==> config.mk <==
export PLATFORM = sky130hd
export DESIGN_NAME = mem_wb_skid_register
export DESIGN_NICKNAME = d
export VERILOG_FILES = /design/src/rtl/mem_wb_skid_register_pkg.sv /design/src/rtl/pipe_payload_reg.sv /design/src/rtl/mem_wb_skid_register.sv
export SDC_FILE = /design/constraint.sdc
export NUM_CORES = 1
export LEC_CHECK = 0
export CELL_PAD_IN_SITES_DETAIL_PLACEMENT = 1
export CELL_PAD_IN_SITES_GLOBAL_PLACEMENT = 1
export CORE_MARGIN = 5
export CORE_UTILIZATION = 43
export DETAILED_ROUTE_END_ITERATION = 7
export PLACE_DENSITY_LB_ADDON = 0.1
export SLEW_MARGIN = 20
export SYNTH_ARGS = -nofsm -noshare
export SYNTH_HDL_FRONTEND = slang
export SYNTH_SLANG_ARGS = --single-unit
==> constraint.sdc <==
create_clock -name Clk -period 4.6 [get_ports Clk]
set_clock_uncertainty 0.1 [all_clocks]
set_input_delay 0.69 -clock Clk [delete_from_list [all_inputs] [get_ports Clk]]
set_output_delay 0.69 -clock Clk [all_outputs]
set_load 0.01 [all_outputs]
==> src/rtl/mem_wb_skid_register_pkg.sv <==
// rtl/mem_wb_skid_register_pkg.sv - shared pipeline state encoding and default widths
package mem_wb_skid_register_pkg;

  typedef enum logic [1:0] {
    EMPTY = 2'd0,
    ONE   = 2'd1,
    FULL  = 2'd2
  } pipeState_e;

  localparam int PIPE_DATA_W = 32;
  localparam int PIPE_REG_W  = 5;

endpackage

==> src/rtl/pipe_payload_reg.sv <==
// rtl/pipe_payload_reg.sv - width-parametrised enable register with async active-low clear
module pipe_payload_reg #(
  parameter int W = 8
) (
  input  logic         clk,
  input  logic         resetN,
  input  logic         en,
  input  logic [W-1:0] d,
  output logic [W-1:0] q
);

  always_ff @(posedge clk or negedge resetN) begin
    if (!resetN) begin
      q <= '0;
    end else if (en) begin
      q <= d;
    end
  end

endmodule

==> src/rtl/mem_wb_skid_register.sv <==
// rtl/mem_wb_skid_register.sv - two-entry elastic MEM/WB pipeline register (main + skid)
module mem_wb_skid_register
  import mem_wb_skid_register_pkg::*;
#(
  parameter int DATA_W = PIPE_DATA_W,
  parameter int REG_W  = PIPE_REG_W,
  parameter int SRC_W  = 2
) (
  input  logic              Clk,
  input  logic              Reset_n,
  input  logic              MEM_Valid,
  output logic              MEM_Ready,
  input  logic              MEM_Flush,
  input  logic [SRC_W-1:0]  MEM_DBDataSrc,
  input  logic              MEM_RegWre,
  input  logic [DATA_W-1:0] MEM_PCadd4,
  input  logic [DATA_W-1:0] MEM_DataFromMemory,
  input  logic [DATA_W-1:0] MEM_DataFromALU,
  input  logic [REG_W-1:0]  MEM_WriteReg,
  output logic              WB_Valid,
  input  logic              WB_Ready,
  output logic [SRC_W-1:0]  WB_DBDataSrc,
  output logic              WB_RegWre,
  output logic [DATA_W-1:0] WB_PCadd4,
  output logic [DATA_W-1:0] WB_DataFromMemory,
  output logic [DATA_W-1:0] WB_DataFromALU,
  output logic [REG_W-1:0]  WB_WriteReg,
  output logic [1:0]        Occupancy
);

  localparam int PW = SRC_W + 1 + 3 * DATA_W + REG_W;

  pipeState_e state, nextState;
  logic accept, transfer;
  logic mainEn, skidEn, mainFromSkid;
  logic storedRegWre;
  logic [PW-1:0] inPayload, mainD, mainQ, skidQ;

  assign inPayload = {MEM_DBDataSrc, MEM_RegWre, MEM_PCadd4,
                      MEM_DataFromMemory, MEM_DataFromALU, MEM_WriteReg};

  // Ready depends only on state (and reset), never on WB_Ready.
  assign MEM_Ready = Reset_n & (state != FULL);
  assign WB_Valid  = (state != EMPTY);
  assign accept    = MEM_Valid & MEM_Ready & ~MEM_Flush;
  assign transfer  = WB_Valid & WB_Ready;

  always_ff @(posedge Clk or negedge Reset_n) begin
    if (!Reset_n) begin
      state <= EMPTY;
    end else begin
      state <= nextState;
    end
  end

  always_comb begin
    nextState    = state;
    mainEn       = 1'b0;
    skidEn       = 1'b0;
    mainFromSkid = 1'b0;
    if (MEM_Flush) begin
      nextState = EMPTY;
    end else begin
      case (state)
        EMPTY: begin
          if (accept) begin
            nextState = ONE;
            mainEn    = 1'b1;
          end
        end
        ONE: begin
          if (accept && transfer) begin
            mainEn = 1'b1;
          end else if (accept) begin
            nextState = FULL;
            skidEn    = 1'b1;
          end else if (transfer) begin
            nextState = EMPTY;
          end
        end
        FULL: begin
          if (transfer) begin
            nextState    = ONE;
            mainEn       = 1'b1;
            mainFromSkid = 1'b1;
          end
        end
        default: nextState = EMPTY;
      endcase
    end
  end

  assign mainD = mainFromSkid ? skidQ : inPayload;

  pipe_payload_reg #(.W(PW)) mainReg (
    .clk    (Clk),
    .resetN (Reset_n),
    .en     (mainEn),
    .d      (mainD),
    .q      (mainQ)
  );

  pipe_payload_reg #(.W(PW)) skidReg (
    .clk    (Clk),
    .resetN (Reset_n),
    .en     (skidEn),
    .d      (inPayload),
    .q      (skidQ)
  );

  // Data fields hold their last value when empty; only the write enable is qualified.
  assign {WB_DBDataSrc, storedRegWre, WB_PCadd4,
          WB_DataFromMemory, WB_DataFromALU, WB_WriteReg} = mainQ;
  assign WB_RegWre = storedRegWre & WB_Valid;
  assign Occupancy = state;

endmodule

==> results of run 1 <==
[final cells by class]
type,instances,area (um2),area share [%]
Clock buffer,33,686,5.74
Timing Repair Buffer,224,2300,19.2
Multi-Input combinational cell,433,3270,27.4
Antenna cell,1,2.50,0.0209
Sequential cell,210,5260,44.0
Clock inverter,8,95.1,0.795
Tap cell,280,350,2.93
[cell families (layout without fill, tap and decap cells)]
group / Yosys count / in the layout / share of synthesized area (%)
compound gates: 108 / 108 / 5.68
buf+inv: 149 / 265 / 11.8
flops: 210 / 210 / 54.5
mux: 208 / 208 / 22.9
other cells: 0 / 1 / 0
simple gates: 117 / 117 / 5.07
[final timing paths]
kind                                  to  slack (ns)
min in group Clk           skidReg.q[82]        0.39
hold reg to reg            skidReg.q[82]        0.39
max in group asynchronous  mainReg.q[69]        3.17
hold / removal             mainReg.q[93]        0.01
setup reg to reg           mainReg.q[22]        2.29
setup / recovery               WB_RegWre        1.85
[metrics by stage]
| stage | cells | hold WS, ns | instance area [um2] | utilization (%) |
|---|---|---|---|---|
| 2_1_floorplan | 792 | 0.294 | 9640 | - |
| 3_3_place_gp | 1146 | 0.373 | 11100 | 50.8 |
| 3_5_place_dp | 1146 | 0.387 | 11100 | 50.8 |
| 4_1_cts | 1187 | 0.0225 | 11900 | 54.3 |
| 5_1_grt | 1189 | 0.0271 | 12000 | 54.4 |
| 6_report | 1189 | 0.0128 | 12000 | 54.4 |
[where the power goes]
group | internal (mW) | total, mW | leakage [nW] | switching, mW
registers | 2.23 | 2.46 | 2.53 | 0.226
logic | 0.668 | 1.14 | 2.05 | 0.469
clock network | 1.15 | 1.88 | 0.380 | 0.734
total | 4.05 | 5.48 | 4.97 | 1.43
[cells in the final DEF (no fill, tap or decap), types with 2 or more instances in the layout]
cell	count
clkdlybuf4s50_1	215
dfrtp_1	210
nor2_1	105
mux2i_1	104
a21oi_1	104
mux2_2	81
clkbuf_16	25
mux2_1	23
clkbuf_1	5
clkinv_2	4
clkbuf_8	4
buf_12	4
buf_4	3
and2_1	2
nand3b_1	2
bufinv_16	2
clkinvlp_4	2
[sequential cells by signal, indices dropped and copies added, names as in the netlist]
register and flops:
Occupancy 2, skidReg.q 104, mainReg.q 104
[worst max-delay path, cell delays in order, from the launching register on]
cell and delay [ns]:
dfrtp_1 0.45, or2_2 0.33, and2_1 0.17, clkdlybuf4s50_1 0.52
[routing by layer]
metal / vias up / wire length (um) / part of all wire [%]
met5: - / 13 / 0.057
li1: 2802 / - / -
met4: 2 / 607 / 2.7
met1: 3049 / 9310 / 41
met2: 158 / 11500 / 50
met3: 41 / 1460 / 6.4
==> impl_metrics.yaml, run 1 <==
synthesis:
  synth_cells: 792
  synth-seq-cells: 210
  synth_top_area_share_pct: 54.5
  synth_area_leaders: "dfrtp_1, mux2i_1, mux2_2"
  synth_fp_nets: 901
  synth_edf_count: 0
  synth-main-ff-cell: "dfrtp_1"
  yosysUniqueCellTypes: 24
  synthTopCellsByCount: "dfrtp_1, buf_4, nor2_1"
  async_flop_share_pct: 100
  synth_largest_area_cell: "dfrtp_1"
  yosysSeqAreaShare_pct: 54.5
  yosys_warnings: 0
  syn_area_mm2: 0.00964
  yosysMostFrequentCell: "dfrtp_1"
  syn_avg_cell_area_um2: 12.2
sta:
  final-max-slew-violation-count: 0
  fmax_mhz: 364
  setup_viol: 0
  period_needed_ns: 2.75
  worstMarginPinSlew_ns: 1.02
  hold_viol_final: 0
  relSlewSlack_pct: 31.7
  rsz0062_at_grt: "no"
  period_share_pct: 59.8
  setup_tns_ns: 0
  fin_ws_ns: 1.85
worst_setup_path:
  critPathKind: "reg2out"
  startpoint_type: "register"
  cp-end-kind: "output port"
  cp_max_fo: 8
  critPathLaunch: "Occupancy[0]"
  ff2ff_path_depth: 5
  reg2reg_from: "Occupancy[0]"
  critPathArrivalTime_ns: 1.96
  crit_required_ns: 3.81
clocking:
  cts_max_level: 1
  insertion_delay_ns: 0.50
  cts_buffer_depth: 3
  root_buffer: "clkbuf_16"
  post-cts-setup-buffers: 0
  ctsHoldBuffers: 0
  cts_buffers: 24
  cts.clk_slew.worst_paths_ns: 0.06
  cts_num_sinks: 210
  cts_tree: "yes"
  cts_resized: 0
drt:
  dr_total_vias: 6052
  totalWireLength_um: 22900
  wl_per_cell_um: 19.2
  via_per_inst: 5.09
  drtIter0Drc: 203
  drtPass1Iterations: 4
  drc: 0
  postRouteAntennaNets: 0
place:
  io_buffers: 216
  hpwl_um: 15200
  gp_congestion: 0.768
  post-place-ws_ns: 1.46
grt:
  top_usage_layer: "met2"
  met1_usage_pct: 21.8
  grt_max_degree: 169
  grt_use_met2_pct: 30.6
  overflow: 0
  grt_use_total_pct: 17.7
  antenna_found_initial: 2
  grtUsageMet3_pct: 4.74
  grt_pass1_wl_um: 37300
  grt_pass1_vias: 6976
power_and_ir_drop:
  finalPower_mw: 5.48
  power.density_mw_per_mm2: 458
  power_leakage_nw: 4.97
  ir_worst_vdd_v: 0.000244
layout:
  finalNetCount: 1002
  area_delta_synth_final_pct: 24.0
  drive_gt1_share_pct: 14.3
  nFillCells: 2224
floorplan:
  fp-row-count: 54
  core-area_mm2: 0.0220
  die_y_um: 160
  io_pins: 217
  die_area_mm2: 0.0255
  chipWidth_um: 160
  initial_core_util_pct: 43.9
status:
  status: "finished clean"
min_path:
  min_path_type: "in2async"
job:
  drv_cap: 0
(Power assumes the default switching activity.)
==> inputs of run 2 (changes only) <==
Settings changed: CORE_UTILIZATION 43 to 36.
Clock period 4.6 ns to 2.3 ns, I/O delays scaled along.
==> run 2 against run 1 <==
Net effect: global-route usage decreased by 2.1 points; total power increased by 110%; largest cell class unchanged; critical path type unchanged; critical endpoint is now WB_Valid; via count increased by 1.9%.
==> impl_metrics.yaml, run 2 (synthesis results as in run 1) <==
sta:
  period_share_pct: 96.1
  worstMarginPinSlew_ns: 1.01
  setup_viol: 0
  final-max-slew-violation-count: 0
  rsz0062_at_grt: "no"
  fmax_mhz: 452
  hold_ws_ns: 0.120
  relSlewSlack_pct: 32.4
  setup_tns_ns: 0
  period_needed_ns: 2.21
  hold_viol_final: 0
worst_setup_path:
  crit_family: "buffers and inverters"
  path_cells: "or2_2, clkdlybuf4s50_1"
  critPathKind: "reg2out"
  startpoint_type: "register"
  cp_max_fo: 8
  crit_buf_inv: 1
  crit_required_ns: 1.86
  slowest_delay_ns: 0.48
  critPathArrivalTime_ns: 1.77
  slowest_stage: "clkdlybuf4s50_1"
  cp-end-kind: "output port"
grt:
  grt_pass1_vias: 7032
  overflow: 0
  grt_max_degree: 174
  grt_use_total_pct: 15.6
  antenna_found_initial: 3
  grt_pass1_wl_um: 38700
clocking:
  insertion_delay_ns: 0.51
  cts_buffers: 25
  cts_num_sinks: 210
  root_buffer: "clkbuf_16"
  cts_tree: "yes"
  cts_max_level: 1
  cts_buffer_depth: 3
  cts.clk_slew.worst_paths_ns: 0.06
power_and_ir_drop:
  seq_power_share_pct: 43.8
  power_leakage_nw: 5.21
  power.density_mw_per_mm2: 898
  comb_power_share_pct: 20.6
  p_clk_share_pct: 35.6
  switching_power_mw: 2.95
  ir_worst_vdd_v: 0.000433
  swShare_pct: 26.2
  internal_power_mw: 8.29
floorplan:
  die_area_mm2: 0.0302
  fp-row-count: 60
  die_y_um: 174
  core-area_mm2: 0.0267
  initial_core_util_pct: 36.2
  io_pins: 217
  chipWidth_um: 174
drt:
  totalWireLength_um: 23600
  postRouteAntennaNets: 0
  wl_met2_um: 11700
  via_per_inst: 4.81
  drtIter0Drc: 238
  wl_per_cell_um: 18.4
  wl_met1_um: 10000
  drc: 0
  drtPass1Iterations: 4
  wl_met3_um: 1370
  dr_total_vias: 6169
  topRoutingLayerUsed: "met4"
layout:
  seq_area_mm2: 0.00526
  nFillCells: 2734
  layout_commonest_cell: "clkdlybuf4s50_1"
  drive_gt1_share_pct: 17.5
  stdcell_area_mm2: 0.0125
  multi_input_comb_area_mm2: 0.00328
  final_cell_mix: "clkdlybuf4s50_1, dfrtp_1, nor2_1, mux2i_1, a21oi_1"
  area_delta_synth_final_pct: 29.6
  finalNetCount: 1029
place:
  postPlaceCellArea_mm2: 0.0116
  hpwl_um: 16800
  gp_congestion: 0.744
  io_buffers: 216
min_path:
  min_path_type: "in2async"
job:
  drv_cap: 0
status:
  status: "finished clean"
## run 2: cell types whose count changed in the layout (fill, tap and decap cells not counted), moves of 2 or more
cell        before  now
buf_12           4   21
buf_4            3   12
clkbuf_8         4    8
clkinv_2         4    6
clkinvlp_4       2    0
dfrtp_1        210  208
dfrtp_2          0    2
diode_2          1    3
## run 2: per-layer routing
metal / vias to the layer above / global-route usage (%)
li1: 2872 / -
met1: 3105 / 19.9
met2: 162 / 26.8
met3: 30 / 3.93
met4: 0 / 4.12
met5: - / 0
## run 2: layout make-up
type                            count  area share (%)
Tap cell                          341            3.41
Clock buffer                       36            5.89
Clock inverter                     10           0.881
Sequential cell                   210            42.1
Multi-Input combinational cell    433            26.2
Antenna cell                        3          0.0600
Timing Repair Buffer              250            21.5
## run 2: power groups by stage
stage,registers [mW],clock network (mW),logic [mW]
6_report,4.92,4.00,2.32
3_5_place_dp,4.98,0,2.35
4_1_cts,4.93,4.15,2.36
3_3_place_gp,4.93,0,2.28
5_1_grt,5.02,4.32,2.54
2_1_floorplan,4.81,0,1.57
## run 2: repair_timing
| action | in CTS | in global routing |
|---|---|---|
| endpoints found under the hold margin | 37 | 0 |
| setup endpoints to repair | 2 | 2 |
| hold buffers | 1 | 0 |
| buffers inserted | 0 | 1 |
| resized for setup | 3 | 1 |
## run 2: worst paths after layout
path	endpoint	depth (start not counted)	slack (ns)	from
max	WB_Valid	2	0.09	Occupancy[1]
min in group Clk	skidReg.q[93]	2	0.34	MEM_PCadd4[24]
min	mainReg.q[28]	2	0.12	Reset_n
min reg2reg	skidReg.q[97]	1	0.39	skidReg.q[97]
max in group asynchronous	mainReg.q[2]	3	0.79	Reset_n
max reg2reg	mainReg.q[66]	7	0.43	Occupancy[0]
## run 2: stage by stage
step | utilization (%) | power (mW) | setup slack (ns) | std cells
global placement | 43.6 | 7.21 | 0.116 | 1232
detailed placement | 43.6 | 7.33 | -0.00731 | 1232
finish | 46.9 | 11.2 | 0.0893 | 1283
global route | 46.9 | 11.9 | 0.0186 | 1283
CTS | 46.8 | 11.4 | 0.0244 | 1279
floorplan | - | 6.38 | 0.593 | 792
